===== src/rtl/mem_arbiter_if.sv =====
// One requester port of the two-port memory arbiter.
// master = requesting unit, slave = arbiter side.
interface mem_arbiter_if #(
    parameter int ADDR_W = 64,
    parameter int DATA_W = 64
);
    logic              req;
    logic              we;
    logic [ADDR_W-1:0] addr;
    logic [DATA_W-1:0] wdata;
    logic              gnt;
    logic              rvalid;
    logic [DATA_W-1:0] rdata;

    modport master (
        output req, we, addr, wdata,
        input  gnt, rvalid, rdata
    );

    modport slave (
        input  req, we, addr, wdata,
        output gnt, rvalid, rdata
    );
endinterface


===== src/rtl/mem_arbiter.sv =====
// Two-port arbiter/sequencer in front of the single-ported data memory.
// Port 0 = instruction fetch, port 1 = load/store unit.
module mem_arbiter #(
    parameter int ADDR_W = 64,
    parameter int DATA_W = 64,
    parameter bit FAIR   = 1'b1
) (
    input  logic              clk,
    input  logic              rst,
    mem_arbiter_if.slave      p0,
    mem_arbiter_if.slave      p1,
    output logic [ADDR_W-1:0] mem_address,
    output logic [DATA_W-1:0] mem_write_data,
    output logic              mem_write_en,
    output logic              mem_read_en,
    input  logic [DATA_W-1:0] mem_read_data
);

    localparam logic [0:0] S_IDLE = 1'b0;
    localparam logic [0:0] S_ACC  = 1'b1;

    logic [0:0]        state_q, state_d;
    logic              last_q, last_d;
    logic              id_q, id_d;
    logic              we_q, we_d;
    logic [ADDR_W-1:0] addr_q, addr_d;
    logic [DATA_W-1:0] wdata_q, wdata_d;
    logic [1:0]        rvalid_q, rvalid_d;
    logic [DATA_W-1:0] rdata0_q, rdata0_d;
    logic [DATA_W-1:0] rdata1_q, rdata1_d;

    logic       acc;
    logic [1:0] req;
    logic [1:0] mask;
    logic [1:0] elig;
    logic       take;
    logic       win;

    assign acc = (state_q == S_ACC);
    assign req = {p1.req, p0.req};

    // Port holding the memory now cannot win the closing edge
    always_comb begin
        mask = 2'b11;
        if (acc) begin
            mask = id_q ? 2'b01 : 2'b10;
        end
        elig = req & mask;
        take = |elig;
        win  = 1'b0;
        unique case (elig)
            2'b01:   win = 1'b0;
            2'b10:   win = 1'b1;
            2'b11:   win = FAIR ? ~last_q : 1'b0;
            default: win = 1'b0;
        endcase
    end

    // Next access latch and read-return capture
    always_comb begin
        state_d  = take ? S_ACC : S_IDLE;
        last_d   = last_q;
        id_d     = id_q;
        we_d     = we_q;
        addr_d   = addr_q;
        wdata_d  = wdata_q;
        rvalid_d = 2'b00;
        rdata0_d = rdata0_q;
        rdata1_d = rdata1_q;

        if (take) begin
            last_d  = win;
            id_d    = win;
            we_d    = win ? p1.we    : p0.we;
            addr_d  = win ? p1.addr  : p0.addr;
            wdata_d = win ? p1.wdata : p0.wdata;
        end

        if (acc && !we_q) begin
            rvalid_d[id_q] = 1'b1;
            if (id_q) begin
                rdata1_d = mem_read_data;
            end else begin
                rdata0_d = mem_read_data;
            end
        end
    end

    // State registers; reset wins over any pending access
    always_ff @(posedge clk) begin
        if (rst) begin
            state_q  <= S_IDLE;
            last_q   <= 1'b1;
            id_q     <= 1'b0;
            we_q     <= 1'b0;
            addr_q   <= '0;
            wdata_q  <= '0;
            rvalid_q <= 2'b00;
            rdata0_q <= '0;
            rdata1_q <= '0;
        end else begin
            state_q  <= state_d;
            last_q   <= last_d;
            id_q     <= id_d;
            we_q     <= we_d;
            addr_q   <= addr_d;
            wdata_q  <= wdata_d;
            rvalid_q <= rvalid_d;
            rdata0_q <= rdata0_d;
            rdata1_q <= rdata1_d;
        end
    end

    // Memory side is quiet outside an access; rst suppresses a landing write
    assign mem_address    = acc ? addr_q  : '0;
    assign mem_write_data = acc ? wdata_q : '0;
    assign mem_write_en   = acc & we_q & ~rst;
    assign mem_read_en    = acc & ~we_q;

    assign p0.gnt    = acc & ~id_q;
    assign p1.gnt    = acc & id_q;
    assign p0.rvalid = rvalid_q[0];
    assign p1.rvalid = rvalid_q[1];
    assign p0.rdata  = rdata0_q;
    assign p1.rdata  = rdata1_q;

endmodule

===== src/flat_wrapper.sv =====
// flat-port wrapper written by rule: the top's interface ports become plain ports
module mem_arbiter_flat 
#(
    parameter int ADDR_W = 64,
    parameter int DATA_W = 64,
    parameter bit FAIR   = 1'b1
)
  (clk, rst, mem_address, mem_write_data, mem_write_en, mem_read_en, mem_read_data, p0_req, p0_we, p0_addr, p0_wdata, p0_gnt, p0_rvalid, p0_rdata, p1_req, p1_we, p1_addr, p1_wdata, p1_gnt, p1_rvalid, p1_rdata);
  mem_arbiter_if #(.ADDR_W(ADDR_W), .DATA_W(DATA_W)) p0_i ();
  mem_arbiter_if #(.ADDR_W(ADDR_W), .DATA_W(DATA_W)) p1_i ();
  input  logic clk;
  input  logic rst;
  output logic [ADDR_W-1:0] mem_address;
  output logic [DATA_W-1:0] mem_write_data;
  output logic mem_write_en;
  output logic mem_read_en;
  input  logic [DATA_W-1:0] mem_read_data;
  input wire logic [$bits(p0_i.req)-1:0] p0_req;
  input wire logic [$bits(p0_i.we)-1:0] p0_we;
  input wire logic [$bits(p0_i.addr)-1:0] p0_addr;
  input wire logic [$bits(p0_i.wdata)-1:0] p0_wdata;
  output wire logic [$bits(p0_i.gnt)-1:0] p0_gnt;
  output wire logic [$bits(p0_i.rvalid)-1:0] p0_rvalid;
  output wire logic [$bits(p0_i.rdata)-1:0] p0_rdata;
  input wire logic [$bits(p1_i.req)-1:0] p1_req;
  input wire logic [$bits(p1_i.we)-1:0] p1_we;
  input wire logic [$bits(p1_i.addr)-1:0] p1_addr;
  input wire logic [$bits(p1_i.wdata)-1:0] p1_wdata;
  output wire logic [$bits(p1_i.gnt)-1:0] p1_gnt;
  output wire logic [$bits(p1_i.rvalid)-1:0] p1_rvalid;
  output wire logic [$bits(p1_i.rdata)-1:0] p1_rdata;
  assign p0_i.req = p0_req;
  assign p0_i.we = p0_we;
  assign p0_i.addr = p0_addr;
  assign p0_i.wdata = p0_wdata;
  assign p0_gnt = p0_i.gnt;
  assign p0_rvalid = p0_i.rvalid;
  assign p0_rdata = p0_i.rdata;
  assign p1_i.req = p1_req;
  assign p1_i.we = p1_we;
  assign p1_i.addr = p1_addr;
  assign p1_i.wdata = p1_wdata;
  assign p1_gnt = p1_i.gnt;
  assign p1_rvalid = p1_i.rvalid;
  assign p1_rdata = p1_i.rdata;
  mem_arbiter #(.ADDR_W(ADDR_W), .DATA_W(DATA_W), .FAIR(FAIR)) u_core (.clk(clk), .rst(rst), .p0(p0_i), .p1(p1_i), .mem_address(mem_address), .mem_write_data(mem_write_data), .mem_write_en(mem_write_en), .mem_read_en(mem_read_en), .mem_read_data(mem_read_data));
endmodule

===== config.mk =====
export PLATFORM = sky130hd
export DESIGN_NAME = mem_arbiter_flat
export DESIGN_NICKNAME = d
export VERILOG_FILES = /design/src/rtl/mem_arbiter_if.sv /design/src/rtl/mem_arbiter.sv /design/src/flat_wrapper.sv
export SDC_FILE = /design/constraint.sdc
export NUM_CORES = 1
export LEC_CHECK = 0
export ABC_AREA = 1
export BUFFER_PORTS_ARGS = -buffer_cell sky130_fd_sc_hd__clkbuf_2
export CAP_MARGIN = 25
export CORE_AREA = 10 10 221 223
export CTS_CLUSTER_DIAMETER = 40
export DETAILED_ROUTE_END_ITERATION = 16
export DIE_AREA = 0 0 231 233
export HOLD_SLACK_MARGIN = 0.1
export PLACE_DENSITY_LB_ADDON = 0.25
export SLEW_MARGIN = 10
export SYNTH_ARGS = -nofsm -noshare
export SYNTH_HDL_FRONTEND = slang
export SYNTH_SLANG_ARGS = --single-unit

===== constraint.sdc =====
create_clock -name clk -period 3.4 [get_ports clk]
set_clock_uncertainty 0.05 [all_clocks]
set_input_delay 0.85 -clock clk [delete_from_list [all_inputs] [get_ports clk]]
set_output_delay 0.85 -clock clk [all_outputs]
set_load 0.02 [all_outputs]

Word level (Yosys, flattened, before mapping)
Cells that the tools add are included. Widths: inputs -> output; s select.

$lt $le $gt $ge: 2. Reduce and logical (&&, ||, !) cells: 7. Mux-type cells: 11. Bitwise gates (word level): 11. Eq/ne operators: 2.

Operators by type and width (count): $mux 64 (4); $and 1x1->1 (5); $not 1->1 (5); $eq 2x2->1 const B (2); $mux 2 (2); $reduce_and 2->1 (2); $reduce_or 2->1 (2); $mux 1 (3); $and 2x2->2 (1); $logic_and 1x1->1 (2); $lt 1x2->1 const B (1); $pmux 1 s2 (1); $demux 1 s1 (1); $ge 1x1->1 const B (1); $logic_not 1->1 (1).

Logic and storage cells: 42. Register bits: 262. Output and inout port bits: 262. Input bits: 326.

Longest topological paths before layout
Depth after elaboration: 6. Gate-level depth with buffers: 9.

Worst setup path before layout
No wires, ideal clock.

Path kind: input to output. Start: in rst. End: out mem_write_en. Stages on the path: 3. Path buffers: 2. Data required time: 2.500 ns. Path slack: 0.767 ns. Arrival: 1.733 ns. Cell sequence: clkbuf_1 -> clkbuf_1 -> nor3_1.

Word-level cells in the longest chain between the ends: 2.

RTL lines: start: declaration (RTL line flat_wrapper.sv:12) `input logic rst;`; $not 1->1 (RTL line mem_arbiter.sv:117) `assign mem_write_en = acc & we_q & ~rst;`; $and 1x1->1 (RTL line mem_arbiter.sv:117); end: declaration (RTL line flat_wrapper.sv:15) `output logic mem_write_en;`.

No other way between the ends.

Final worst setup path
Start: reg u_core.state_q (netlist: u_core.acc). End: out mem_address[41].

Word-level cells in the longest chain between the ends: 1.

RTL lines: start: declaration (RTL line mem_arbiter.sv:22) `logic [0:0] state_q, state_d;`; start signal: assignment (RTL line mem_arbiter.sv:102) `state_q <= state_d;`; $mux 64 (RTL line mem_arbiter.sv:115) `assign mem_address = acc ? addr_q : '0;`; end: declaration (RTL line flat_wrapper.sv:13) `output logic [ADDR_W-1:0] mem_address;`.

No other way between the ends.

==> metrics <==
CP Cell Sequence buf_12 -> nand2_1 -> inv_1 -> clkbuf_2; Pint 7.098 mW; Final Max Tran Viols 0; I/O Buffers 587; clk buf depth 3; initial antenna violation count 1; Die H 233 um; fin util 39.75%; proportion of layout cells with a drive suffix above 1 28.21%; post-CTS setup buffers 0; final WL 52,380 um; Synth Register Bits 262; CP endpoint kind output pin; peak supply drop 0.3298 mV; hold buffers post-CTS 0; TritonCTS clock tree done; max capacitance violation total 0; total track usage 18.27%; post-synthesis cell area 12,360 um2; Period Utilization, post-route 84.02%; via count 13,970; dominant cell type by area after synthesis dfxtp_1; minimum clock period 2.857 ns; Slowest-stage cell, CP dfxtp_4; DIE WIDTH 231 um; unrepaired setup endpoints after global routing false; sw power 2.914 mW; CTS resizes 0; PD cells 570.8 nW/um2; antenna violation net count after detailed routing 0; largest net degree at the start of global routing 130; Crit path max-delay family buffers and inverters; outcome completed; Critical Path RT 2.50 ns; total number of H-tree levels 2; Hold Path Class flip-flop to flip-flop; crit path buf inv count 3; DR pass1 iterations 5; Mapped Cells 1,966; actual slew at the worst max-slew pin 0.8272 ns; CTS buffer count 52; routed len/inst 16.69 um; Initial DRC Count 781; clock share of power 49.9%; Syn-to-layout area delta 41.95%; Flop pwr share 34.6%; CTS root buffer clkbuf_16; CTS clk-pin slew, worst paths 0.05 ns; Combinational Power Share 15.5%; Rows 77; max_slew headroom 44.85%; placed wire-length estimate 37,560 um; Synth area leaders dfxtp_1 (42%), nand2_1 (18%), nand3_1 (13%), inv_1 (12%), nor2_1 (4.0%); drt via density 4.453; Hold Crit Start u_core.wdata_q[55]$_SDFFE_PP0P_; Clk Latency, worst-skew pair 0.57 ns; final setup fails 0; Sw Share 29.10%; Fin. Hold Viols 0; critical path class flip-flop to output pin; CP startpoint u_core.acc$_SDFF_PP0_; grt ovf 0; Post-Syn Nets 2,292; Fmax 350.1 MHz; Yosys cell types 16; # fillers 4,860; fin nets 2,830; via count of the first global-routing pass 13,630; Initial Util 28.00%; Ports 588; Core ar. 44,120 um2; sequential area share after synthesis 42.45%; arrival time worst endpoint 1.96 ns; DRC 0; Die Footprint 53,820 um2; synthesized area per cell 6.285 um2; Yosys top cell area share 42.45%; CP Max Fanout 70; Leak 10.74 nW; reg2reg start u_core.acc$_SDFF_PP0_; warnings from Yosys 0; crit-path max cell delay 0.57 ns; CTS Sinks 262; startpoint types flip-flop; routability congestion estimate from global placement 0.8655; total negative slack 0 ns; first-pass GRT wire length 78,990 um
-- final timing paths --
check	depth (start not counted)	slack (ns)	end
setup / recovery	4	0.54	mem_address[41]
hold / removal	2	0.40	u_core.wdata_q[55]$_SDFFE_PP0P_
setup reg to reg	7	1.21	u_core.wdata_q[31]$_SDFFE_PP0P_
hold reg to reg	2	0.40	u_core.wdata_q[55]$_SDFFE_PP0P_
-- synth_stat cells, drive strengths merged --
master / instances
nor3: 1
nand4: 1
clkbuf: 46
nor2: 133
a21oi: 66
buf: 88
nand3: 325
inv: 394
o21ai: 64
dfxtp: 262
nand2: 586
-- metal layers --
metal	GRT usage, %	vias up	routed length [um]
met4	5.982	0	1248
li1	-	6981	-
met1	21.51	6363	20650
met2	31.68	554	26430
met3	4.831	76	4052
met5	0	-	0
-- power by group through the flow --
stage	Combinational (mW)	Clock, mW	Sequential [mW]
2_1_floorplan	0.824	0	3.58
3_3_place_gp	1.55	0	3.51
3_5_place_dp	1.56	0	3.52
4_1_cts	1.57	5.11	3.46
5_1_grt	1.71	5.27	3.49
6_report	1.55	5.00	3.46
-- sequential cells by signal (all words and copies together), names as in the netlist --
register         cells
u_core.last_q        1
u_core.we_q          1
u_core.wdata_q      64
u_core.addr_q       64
u_core.rvalid_q      2
u_core.acc           1
u_core.id_q          1
u_core.p1.rdata     64
u_core.p0.rdata     64
-- layout make-up --
type                    instances  area [um2]  area share (%)
diodes                          1       2.502         0.01427
clock buffers                  68        1453           8.282
clock inverters                27       271.5           1.548
inverters                     394        1481           8.446
multi-input cells            1176        5046           28.77
flip-flops and latches        262        5249           29.93
well taps                     592       740.7           4.223
repair buffers                618        3296           18.79
-- placed cells by master, fill, tap and decap left out --
cell        count
a21oi_1        65
a21oi_4         1
buf_12         10
buf_4          21
bufinv_16       3
clkbuf_1        8
clkbuf_16      53
clkbuf_2      587
clkbuf_8        7
clkinv_2        5
clkinv_4        3
clkinvlp_4      8
dfxtp_1       261
dfxtp_4         1
diode_2         1
inv_1         390
inv_2           3
inv_4           2
inv_6           6
inv_8           1
nand2_1       583
nand2_2         2
nand2_4         1
nand3_1       324
nand3_4         1
nand4_1         1
nor2_1        130
nor2_4          3
nor3_1          1
o21ai_0        64
-- logic make-up after synthesis --
logic type      synth area share (%)
simple gates                   35.12
compound gates                 5.296
buf+inv                        17.13
flops                          42.45
-- through the flow --
stage,total power [mW],hold WS [ns],area [um2],instances,setup slack (ns)
after CTS,10.14,0.4017,17540,3137,0.4928
after floorplan,4.407,0.3760,12360,1966,0.7674
after global routing,10.47,0.4097,17540,3138,0.4159
final,10.01,0.3982,17540,3138,0.5434
after detailed placement,5.075,0.3885,15810,3042,1.052
after global placement,5.059,0.3858,15810,3042,1.046
-- worst reg2reg max path: cells and delay by family, from the launching register on --
| family | cells | cell delay [ns] |
|---|---|---|
| AND/OR/NAND/NOR | 6 | 1.14 |
| buffers and inverters | 1 | 0.37 |
| flip-flops | 1 | 0.57 |
Note: power is estimated with default switching activity, not from simulation.
